`config.mk`:
```
export PLATFORM = sky130hd
export DESIGN_NAME = hazard_stall_ctrl
export DESIGN_NICKNAME = d
export VERILOG_FILES = /design/src/rtl/hazard_stall_ctrl_pkg.sv /design/src/rtl/hazard_detect.sv /design/src/rtl/hazard_stall_ctrl.sv
export SDC_FILE = /design/constraint.sdc
export NUM_CORES = 1
export LEC_CHECK = 0
export ABC_AREA = 1
export CORE_ASPECT_RATIO = 0.7
export CORE_MARGIN = 2
export CORE_UTILIZATION = 32
export DETAILED_ROUTE_END_ITERATION = 8
export PLACE_DENSITY = 0.81
export SYNTH_ARGS = -nofsm -noshare
export SYNTH_HDL_FRONTEND = slang
export SYNTH_HIERARCHICAL = 1
export SYNTH_SLANG_ARGS = --single-unit
export TNS_END_PERCENT = 1
```
`constraint.sdc`:
```
create_clock -name clk -period 1.47 [get_ports clk]
set_input_delay 0.147 -clock clk [delete_from_list [all_inputs] [get_ports clk]]
set_output_delay 0.147 -clock clk [all_outputs]
set_load 0.005 [all_outputs]
```
`src/rtl/hazard_stall_ctrl_pkg.sv`:
```
// Shared types and constants for the pipeline sequencing controller and its hazard detector.
`ifndef REG_FILE_ADDR_LEN
`define REG_FILE_ADDR_LEN 5
`endif

package hazard_stall_ctrl_pkg;
  localparam int REG_ADDR_W      = `REG_FILE_ADDR_LEN;
  localparam int HZ_STATE_W      = 2;
  localparam int MEM_TIMEOUT_DEF = 16;

  typedef enum logic [HZ_STATE_W-1:0] {
    RUN      = 2'd0,
    MEM_WAIT = 2'd1,
    TIMEOUT  = 2'd2
  } hz_state_t;
endpackage

```
`src/rtl/hazard_detect.sv`:
```
// Combinational RAW hazard detector: load-use, and every RAW dependency when forwarding is off.
module hazard_detect
  import hazard_stall_ctrl_pkg::*;
(
  input  logic [REG_ADDR_W-1:0] src1_ID,
  input  logic [REG_ADDR_W-1:0] src2_ID,
  input  logic                  src1_vld_ID,
  input  logic                  src2_vld_ID,
  input  logic [REG_ADDR_W-1:0] dest_EXE,
  input  logic [REG_ADDR_W-1:0] dest_MEM,
  input  logic                  WB_EN_EXE,
  input  logic                  WB_EN_MEM,
  input  logic                  MEM_R_EN_EXE,
  input  logic                  fwd_en,
  output logic                  lu,
  output logic                  raw_nf,
  output logic                  hz
);
  logic match_exe;
  logic match_mem;

  // r0 is an ordinary register in this core, so it is not masked out of the compares.
  assign match_exe = (src1_vld_ID && (src1_ID == dest_EXE)) ||
                     (src2_vld_ID && (src2_ID == dest_EXE));
  assign match_mem = (src1_vld_ID && (src1_ID == dest_MEM)) ||
                     (src2_vld_ID && (src2_ID == dest_MEM));

  assign lu     = MEM_R_EN_EXE && match_exe;
  assign raw_nf = !fwd_en && ((WB_EN_EXE && match_exe) || (WB_EN_MEM && match_mem));
  assign hz     = lu || raw_nf;
endmodule

```
`src/rtl/hazard_stall_ctrl.sv`:
```
// Pipeline freeze/bubble/flush sequencing with memory-wait watchdog.
// Optional perf counters are built only when HAZARD_PERF_CNT_EN is defined.
module hazard_stall_ctrl
  import hazard_stall_ctrl_pkg::*;
#(
  parameter int MEM_TIMEOUT = MEM_TIMEOUT_DEF,
  parameter int CNT_W       = 32
) (
  input  logic                  clk,
  input  logic                  rst_n,
  input  logic [REG_ADDR_W-1:0] src1_ID,
  input  logic [REG_ADDR_W-1:0] src2_ID,
  input  logic                  src1_vld_ID,
  input  logic                  src2_vld_ID,
  input  logic [REG_ADDR_W-1:0] dest_EXE,
  input  logic [REG_ADDR_W-1:0] dest_MEM,
  input  logic                  WB_EN_EXE,
  input  logic                  WB_EN_MEM,
  input  logic                  MEM_R_EN_EXE,
  input  logic                  fwd_en,
  input  logic                  branch_taken_EXE,
  input  logic                  mem_access_MEM,
  input  logic                  mem_ready,
  output logic                  freeze_IF,
  output logic                  freeze_ID,
  output logic                  freeze_EXE_MEM,
  output logic                  bubble_ID_EXE,
  output logic                  bubble_MEM_WB,
  output logic                  flush_IF_ID,
  output logic                  mem_timeout,
  output logic [HZ_STATE_W-1:0] state_o,
  output logic [CNT_W-1:0]      stall_cnt,
  output logic [CNT_W-1:0]      flush_cnt,
  output logic [CNT_W-1:0]      memwait_cnt
);
  localparam int WCNT_W = $clog2(MEM_TIMEOUT) + 1;

  hz_state_t         state;
  logic [WCNT_W-1:0] wait_cnt;
  logic              lu, raw_nf, hz;
  logic              memhold;
  logic              stall_hz;
  logic              unused_sig;

  hazard_detect u_hazard_detect (
    .src1_ID      (src1_ID),
    .src2_ID      (src2_ID),
    .src1_vld_ID  (src1_vld_ID),
    .src2_vld_ID  (src2_vld_ID),
    .dest_EXE     (dest_EXE),
    .dest_MEM     (dest_MEM),
    .WB_EN_EXE    (WB_EN_EXE),
    .WB_EN_MEM    (WB_EN_MEM),
    .MEM_R_EN_EXE (MEM_R_EN_EXE),
    .fwd_en       (fwd_en),
    .lu           (lu),
    .raw_nf       (raw_nf),
    .hz           (hz)
  );

  assign unused_sig = lu ^ raw_nf ^ stall_hz;
  assign state_o    = state;

  // Outputs are gated by rst_n so they drop asynchronously while reset is held.
  always_comb begin
    freeze_IF      = 1'b0;
    freeze_ID      = 1'b0;
    freeze_EXE_MEM = 1'b0;
    bubble_ID_EXE  = 1'b0;
    bubble_MEM_WB  = 1'b0;
    flush_IF_ID    = 1'b0;
    mem_timeout    = 1'b0;
    memhold        = 1'b0;
    stall_hz       = 1'b0;
    if (rst_n) begin
      case (state)
        RUN, MEM_WAIT: begin
          memhold = mem_access_MEM && !mem_ready;
          if (memhold) begin
            freeze_IF      = 1'b1;
            freeze_ID      = 1'b1;
            freeze_EXE_MEM = 1'b1;
            bubble_MEM_WB  = 1'b1;
          end else if (branch_taken_EXE) begin
            flush_IF_ID   = 1'b1;
            bubble_ID_EXE = 1'b1;
          end else if (hz) begin
            freeze_IF     = 1'b1;
            freeze_ID     = 1'b1;
            bubble_ID_EXE = 1'b1;
            stall_hz      = 1'b1;
          end
        end
        TIMEOUT: begin
          mem_timeout   = 1'b1;
          bubble_MEM_WB = 1'b1;
        end
        default: ;
      endcase
    end
  end

  // wait_cnt counts frozen cycles of the current access, including the entry cycle in RUN.
  always_ff @(posedge clk or negedge rst_n) begin
    if (!rst_n) begin
      state    <= RUN;
      wait_cnt <= '0;
    end else begin
      case (state)
        RUN: begin
          if (memhold) begin
            state    <= MEM_WAIT;
            wait_cnt <= WCNT_W'(1);
          end
        end
        MEM_WAIT: begin
          if (!memhold) begin
            state    <= RUN;
            wait_cnt <= '0;
          end else if (wait_cnt == WCNT_W'(MEM_TIMEOUT - 1)) begin
            state    <= TIMEOUT;
            wait_cnt <= '0;
          end else begin
            wait_cnt <= wait_cnt + 1'b1;
          end
        end
        default: begin
          state    <= RUN;
          wait_cnt <= '0;
        end
      endcase
    end
  end

`ifdef HAZARD_PERF_CNT_EN
  logic [CNT_W-1:0] stall_q, flush_q, memwait_q;

  always_ff @(posedge clk or negedge rst_n) begin
    if (!rst_n) begin
      stall_q   <= '0;
      flush_q   <= '0;
      memwait_q <= '0;
    end else begin
      if (stall_hz)       stall_q   <= stall_q + 1'b1;
      if (flush_IF_ID)    flush_q   <= flush_q + 1'b1;
      if (freeze_EXE_MEM) memwait_q <= memwait_q + 1'b1;
    end
  end

  assign stall_cnt   = stall_q;
  assign flush_cnt   = flush_q;
  assign memwait_cnt = memwait_q;
`else
  assign stall_cnt   = '0;
  assign flush_cnt   = '0;
  assign memwait_cnt = '0;
`endif
endmodule

```
# Word level (Yosys, flattened, before mapping)
# Index checks and enable logic that the tools add are counted.
# word_totals
reg_bits	7
input_bits	31
out_inout_bits	105
word_cells	60
# classes
add_sub_neg	1
eq_ne	9
n_mux	30
n_reduce_logical	18
# ops
operator	n
two-way mux 1 bit	21
== test 5 bit	4
two-way mux 5 bit	3
one-hot mux 5 bit (2 select lines)	1
logical AND 1 bit	9
two-way mux 2 bit	3
adder 5 x 1 -> 5 bit, second input constant	1
== test 5 x 4 -> 1 bit, second input constant	1
logical OR 1 bit	4
one-hot mux 2 bit (2 select lines)	1
inequality test 3 bit, second input constant	1
== test 2 x 1 -> 1 bit, second input constant	1
== test 2 bit, second input constant	1
zero test 1 bit	2
zero test 2 bit	1
inequality test 2 bit, second input constant	1
one-hot mux 1 bit (2 select lines)	1
AND reduction 2 bit	1
OR reduction 2 bit	1

# Depth between registers and ports, before layout
# Gate-level depths: netlist of the first run.
# logic_depth
word_depth	12
mapped_depth	13
depth_no_buf	12

# By module
# Netlist of the first run, hierarchy kept.
# modules_own_cells
mod	n_inst	cells_each	area_per_inst_um2	seq_area_each_um2
hazard_stall_ctrl	1	158	1164.9	175.2
hazard_detect	1	105	402.9	0.0

# Worst setup path before layout of the first run
# OpenSTA, ideal clock, no wires.
# synth_timing
path_kind	in2out
start	in src2_ID[0]
end	out freeze_IF
arrival_ps	1096
required_ps	1323
path_slack_ps	227
cell_stages	13
path_buffers	1
cell_sequence	inv_1 nand2_1 nand2_1 nor2_1 nand3_1 nand2_1 nand2_1 nand2_1 nand2_1 nand2_1 nand2_1 a21oi_1 buf_4
# synth_between
elab_chain_len	12
word_cells_on_any_way	17
cone_classes	2 x eq/ne; 5 x mux; 10 x reduce/logical
# synth_lines
element	line_no	text
start: declaration	hazard_stall_ctrl.sv:12	input logic [REG_ADDR_W-1:0] src2_ID,
== test 5 bit, on equally long branches	hazard_detect.sv:24, hazard_detect.sv:26	
logical AND 1 bit, on equally long branches	hazard_detect.sv:24, hazard_detect.sv:26	
logical OR 1 bit, on equally long branches	hazard_detect.sv:23, hazard_detect.sv:25	
logical AND 1 bit	hazard_detect.sv:29	assign raw_nf = !fwd_en && ((WB_EN_EXE && match_exe) || (WB_EN_MEM && match_mem));
logical OR 1 bit	hazard_detect.sv:29	
logical AND 1 bit	hazard_detect.sv:29	
logical OR 1 bit (*)	hazard_detect.sv:30	assign hz = lu || raw_nf;
named net hz	hazard_stall_ctrl.sv:40	logic lu, raw_nf, hz;
two-way mux 1 bit (*) (5 in series)	-	
end: declaration	hazard_stall_ctrl.sv:24	output logic freeze_IF,
# Mark *: on every way through the listed nets, which the timed path passes. The rest lies on a longest branch.

# Worst setup path in the final report of the first run
# layout_timing
start	in dest_EXE[0]
end	out freeze_IF
# layout_between
elab_chain_len	12
word_cells_on_any_way	15
cone_classes	2 x eq/ne; 5 x mux; 8 x reduce/logical
# layout_lines
element	line_no	text
start: declaration	hazard_stall_ctrl.sv:15	input logic [REG_ADDR_W-1:0] dest_EXE,
== test 5 bit, on equally long branches	hazard_detect.sv:23, hazard_detect.sv:24	
logical AND 1 bit, on equally long branches	hazard_detect.sv:23, hazard_detect.sv:24	
logical OR 1 bit (*)	hazard_detect.sv:23	assign match_exe = (src1_vld_ID && (src1_ID == dest_EXE)) ||
logical AND 1 bit	hazard_detect.sv:29	
logical OR 1 bit	hazard_detect.sv:29	
logical AND 1 bit	hazard_detect.sv:29	
logical OR 1 bit (*)	hazard_detect.sv:30	
named net hz	hazard_stall_ctrl.sv:40	
two-way mux 1 bit (*)	hazard_stall_ctrl.sv:87	end else if (hz) begin
two-way mux 1 bit (*)	hazard_stall_ctrl.sv:84	end else if (branch_taken_EXE) begin
two-way mux 1 bit (*)	hazard_stall_ctrl.sv:79	if (memhold) begin
two-way mux 1 bit (*)	hazard_stall_ctrl.sv:76	case (state)
two-way mux 1 bit (*)	hazard_stall_ctrl.sv:75	if (rst_n) begin
# Marked as above.

==> impl_metrics.env, run 1 <==
export IMPL_syn_area_um2=1560
export IMPL_vdd_drop_max_mv=0.181
export IMPL_grt_overflow_total=0
export IMPL_syn_to_final_growth_pct=14.4
export IMPL_cts_max_path_buffers=2
export IMPL_ant_nets=0
export IMPL_clock_skew_ps=1.74
export IMPL_antenna_found_initial=0
export IMPL_drive_gt1_share_pct=25.8
export IMPL_arrival_ps=1250
export IMPL_grtUsageTotal_pct=10.7
export IMPL_place_area_um2=1700
export IMPL_cts_sink_count=7
export IMPL_tritoncts="built"
export IMPL_cp_start_kind="input port"
export IMPL_htree_levels=1
export IMPL_final_cell_mix="conb_1 (96), nand2_1 (61), nor2_1 (19)"
export IMPL_grt_max_degree=8
export IMPL_setup_viol=0
export IMPL_critical_path_class="in2out"
export IMPL_p_per_area_nw_per_um2=458
export IMPL_hpwlAfterDp_um=2620
export IMPL_hold_viol_final=0
export IMPL_fp_dieW_um=87.5
export IMPL_end_kind="output pin"
export IMPL_nNetsFinal=343
export IMPL_grt_pass1_vias=1067
export IMPL_holdWs_ps=54.0
export IMPL_gp_congestion=0.858
export IMPL_clk_latency_ps=230
export IMPL_die_y_um=62.4
export IMPL_pre_cts_ws_ps=-841
export IMPL_rows=21
export IMPL_viasPerCell=3.71
export IMPL_final_common_cell="conb_1"
export IMPL_rsz0062_at_grt="true"
export IMPL_routed_wl_um=3060
export IMPL_first_pass_iters=4
export IMPL_diodes=0
export IMPL_core_area_um2=4730
export IMPL_numCtsBuffers=3
export IMPL_cts_hold_buf=0
export IMPL_status="completed"
export IMPL_drt_drc_violations_left=0
export IMPL_final_max_slew_viol_count=0
export IMPL_dr_total_vias=1363
export IMPL_syn_area_per_cell_um2=5.98
export IMPL_fin_crit_sh_pct=95.2
export IMPL_root_buffer="clkbuf_8"
export IMPL_port_buffers=39
export IMPL_post_drt_wl_per_cell_um=8.33
export IMPL_clk_pin_slew_ps=40
export IMPL_io_pins=136
export IMPL_max_cap_viol_count=0
export IMPL_grt_pass1_wl_um=4710
export IMPL_drt_iter0_markers=145
export IMPL_worstPathRequired_ps=1320
export IMPL_syn_inst=261
export IMPL_dieArea_um2=5460
export IMPL_fmax_mhz=714
export IMPL_post_route_min_period_ps=1400
export IMPL_ys_warn_count=6
export IMPL_design_area_um2=1780
export IMPL_cp_max_fo=4
export IMPL_start_util_pct=33.0
export IMPL_leakagePower_nw=1.13
export IMPL_worst_slack_ps=70.2
export IMPL_hold_class="in2async"
-- flip-flops by register name, summed over array words and instances, names as in the netlist --
signal,cells
wait_cnt,5
state_o,2
-- routing by layer --
| layer | up-vias | track usage [%] | routed length, um |
|---|---|---|---|
| met5 | - | 0 | 0 |
| met4 | 0 | 4.04 | 48 |
| met3 | 4 | 2.91 | 330 |
| met2 | 93 | 15.2 | 1420 |
| met1 | 583 | 15.2 | 1260 |
| li1 | 683 | - | - |
-- where the power goes --
part / total [W] / leakage, nW / internal [W] / switching, W
combinational: 0.000331 / 1.01 / 0.000137 / 0.000194
clock: 0.000278 / 0.0228 / 0.000188 / 0.0000899
sequential: 0.000208 / 0.0950 / 0.000200 / 0.00000803
total: 0.000818 / 1.13 / 0.000526 / 0.000292
-- per-stage QoR --
stage                     power, W  TNS (ps)  cells  util [%]
after detailed placement  0.000518     -3340    361      35.8
after CTS                 0.000783     -87.1    365      36.9
final                     0.000818         0    367      37.7
after floorplan           0.000554         0    356         -
after global routing      0.000884     -71.6    367      37.7
after global placement    0.000511     -3130    361      35.8
-- final timing paths --
path	start	to	slack, ps	cells past startpoint
worst min register to register	wait_cnt[1]	wait_cnt[1]	540	2
worst max-delay path	dest_EXE[0]	freeze_IF	70	13
max in group asynchronous	rst_n	wait_cnt[0]	1290	2
min in group clk	wait_cnt[1]	wait_cnt[1]	540	2
worst max register to register	wait_cnt[0]	wait_cnt[0]	240	6
worst min-delay path	rst_n	wait_cnt[2]	50	2
-- worst max-delay path: stages --
cell and delay, ps:
buf_4 130, nand2_1 60, nand2_1 60, nor2_2 120, nand3_1 90, nand2_1 90, nand2_1 50, nand2_1 50
nand2_1 60, nand2_2 80, nand2_2 60, a21oi_2 140, buf_2 130
-- cell type report --
type | instances | area [um2]
fillers | 529 | 2950
multi-input cells | 221 | 963
repair buffers | 47 | 408
flip-flops and latches | 7 | 175
inverters | 31 | 121
well taps | 57 | 71.3
clock buffers | 4 | 45.0
-- what timing repair did --
action,CTS,global route
pin swaps,13,37
endpoints found under the setup margin,7,5
setup buffers,0,2
cloned,0,0
resized for setup,67,101
No activity file was read; power rests on OpenSTA's default activity.
==> run 2, diff against run 1 <==
--- a/config.mk
+++ b/config.mk
@@ -11,6 +11,8 @@
 export CORE_UTILIZATION = 32
 export DETAILED_ROUTE_END_ITERATION = 8
 export PLACE_DENSITY = 0.81
+export REMOVE_ABC_BUFFERS = 1
+export SETUP_SLACK_MARGIN = 0.3
 export SYNTH_ARGS = -nofsm -noshare
 export SYNTH_HDL_FRONTEND = slang
 export SYNTH_HIERARCHICAL = 1
==> impl_metrics.env, run 2 (same netlist as run 1, synthesis figures left out) <==
export IMPL_crit_slowest_cell="a21oi_2"
export IMPL_routed_wl_um=3410
export IMPL_multi_input_area_um2=1040
export IMPL_htree_levels=1
export IMPL_tns_ps=0
export IMPL_regArea_um2=178
export IMPL_numCtsBuffers=3
export IMPL_slowest_delay_ps=140
export IMPL_start_util_pct=33.0
export IMPL_setup_worst_path_start="dest_EXE[3]"
export IMPL_port_buffers=39
export IMPL_fmax_mhz=726
export IMPL_dr_total_vias=1402
export IMPL_fin_crit_sh_pct=93.7
export IMPL_core_area_um2=4730
export IMPL_arrival_ps=1230
export IMPL_regMostFlops="wait_cnt"
export IMPL_critical_path_class="in2out"
export IMPL_grtUsageTotal_pct=10.9
export IMPL_cp_num_cells=13
export IMPL_worstPathRequired_ps=1320
export IMPL_use_met2_pct=18.2
export IMPL_hpwlAfterDp_um=2730
export IMPL_first_pass_iters=5
export IMPL_ant_nets=0
export IMPL_max_cap_viol_count=0
export IMPL_fp_dieW_um=87.5
export IMPL_dieArea_um2=5460
export IMPL_use_met1_pct=15.0
export IMPL_r2r_start="wait_cnt[0]"
export IMPL_leakagePower_nw=1.22
export IMPL_drt_iter0_markers=64
export IMPL_io_pins=136
export IMPL_rrSetupSlack_ps=360
export IMPL_grt_pass1_vias=1093
export IMPL_grt_overflow_total=0
export IMPL_cp_num_buf_inv=4
export IMPL_holdWs_ps=416
export IMPL_critPathTopFamily="simple AND/OR/NAND/NOR gates"
export IMPL_diodes=0
export IMPL_crit_chain="buf_6 -> inv_4 -> nand2_4 -> nand2_2 -> nor2_2 -> nand3_1 -> nand2_1 -> buf_4 -> nand2_1 -> nand2_2 -> nand2_2 -> a21oi_2 -> buf_2"
export IMPL_die_y_um=62.4
export IMPL_grt_max_degree=8
export IMPL_final_cell_mix="conb_1 (96), nand2_1 (50), nand2_2 (25)"
export IMPL_busiest_layer="met2"
export IMPL_rsz0062_at_grt="true"
export IMPL_hold_viol_final=0
export IMPL_largest_reg_flops=5
export IMPL_nNetsFinal=348
export IMPL_p_per_area_nw_per_um2=441
export IMPL_cpMostUsedCell="nand2_2"
export IMPL_cts_sink_count=7
export IMPL_fillers=506
export IMPL_rows=21
export IMPL_end_kind="output pin"
export IMPL_finalCoreUtilization_pct=41.8
export IMPL_hp_start="mem_ready"
export IMPL_final_common_cell="conb_1"
export IMPL_cts_max_path_buffers=2
export IMPL_cp_start_kind="input port"
export IMPL_final_max_slew_viol_count=0
export IMPL_holdPathStages=5
export IMPL_grt_pass1_wl_um=4840
export IMPL_viasPerCell=3.77
export IMPL_tritoncts="built"
export IMPL_drive_gt1_share_pct=34.3
export IMPL_syn_to_final_growth_pct=26.6
export IMPL_grt_met3_usage_pct=1.19
export IMPL_reg2reg_depth=6
export IMPL_post_drt_wl_per_cell_um=9.17
export IMPL_setup_viol=0
export IMPL_drt_drc_violations_left=0
export IMPL_clk_latency_ps=230
export IMPL_status="completed"
export IMPL_gp_congestion=0.834
export IMPL_hold_class="in2reg"
export IMPL_vdd_drop_max_mv=0.145
export IMPL_cp_max_fo=3
export IMPL_post_route_min_period_ps=1380
export IMPL_clk_pin_slew_ps=40
export IMPL_root_buffer="clkbuf_8"
export IMPL_antenna_found_initial=0
export IMPL_clock_skew_ps=3.57
## run 2: area by class of cell
cell class | instances | share of cell area (%)
inverter | 31 | 6.52
tap | 57 | 3.61
clock buffer | 4 | 2.28
timing repair buffer | 52 | 26.0
multi-input combinational | 221 | 52.6
sequential | 7 | 8.99
## run 2: worst paths after layout
kind / to
setup / recovery: freeze_IF
hold / removal: state_o[1]
setup reg to reg: wait_cnt[0]
hold reg to reg: wait_cnt[4]
max in group asynchronous: wait_cnt[1]
min in group asynchronous: wait_cnt[3]
## run 2: metal layers
layer  vias to the layer above  wire length, um  part of all wire, %
li1                        694                -                    -
met1                       628             1390                   41
met2                        77             1740                   51
met3                         3              266                  7.8
met4                         0               15                 0.44
met5                         -                0                    0
## run 2: what timing repair did
action / CTS / global route
hold endpoints to repair: 7 / 0
setup endpoints to repair: 11 / 16
hold buffers: 1 / 0
buffers inserted: 4 / 1
resized for setup: 148 / 71
pin swaps: 39 / 49
## run 2: stage by stage
| step | area, um2 | total power [W] | worst slack, ps | std cells |
|---|---|---|---|---|
| floorplan | 1190 | 0.000366 | 356 | 259 |
| global placement | 1700 | 0.000513 | -794 | 362 |
| detailed placement | 1700 | 0.000520 | -887 | 362 |
| CTS | 1800 | 0.000813 | 86.7 | 371 |
| global route | 1980 | 0.000938 | -15.4 | 372 |
| finish | 1980 | 0.000870 | 93.1 | 372 |
## run 2: worst register-to-register path, cell delays in order (launching register included)
cell	delay (ps)
dfrtp_2	400
ha_4	160
nand3_2	100
nor2_2	190
nor2_4	50
nand2_1	50
nand2_1	40
## run 2: report_power, final
part / switching [W] / total [W] / internal (W)
Clock: 0.0000916 / 0.000280 / 0.000188
Sequential: 0.0000105 / 0.000212 / 0.000202
Combinational: 0.000211 / 0.000378 / 0.000167
Total: 0.000313 / 0.000870 / 0.000557
==> run 3, diff against run 2 <==
--- a/config.mk
+++ b/config.mk
@@ -10,6 +10,7 @@
 export CORE_MARGIN = 2
 export CORE_UTILIZATION = 32
 export DETAILED_ROUTE_END_ITERATION = 8
+export MAX_ROUTING_LAYER = met4
 export PLACE_DENSITY = 0.81
 export REMOVE_ABC_BUFFERS = 1
 export SETUP_SLACK_MARGIN = 0.3
==> results of run 3 <==
Final layout, timing and power as in run 2 (identical DEF).
Among the figures that moved: final weighted congestion in routability-driven placement 0.834 -> 0.847; overall routing resource usage 10.9% -> 11.2%
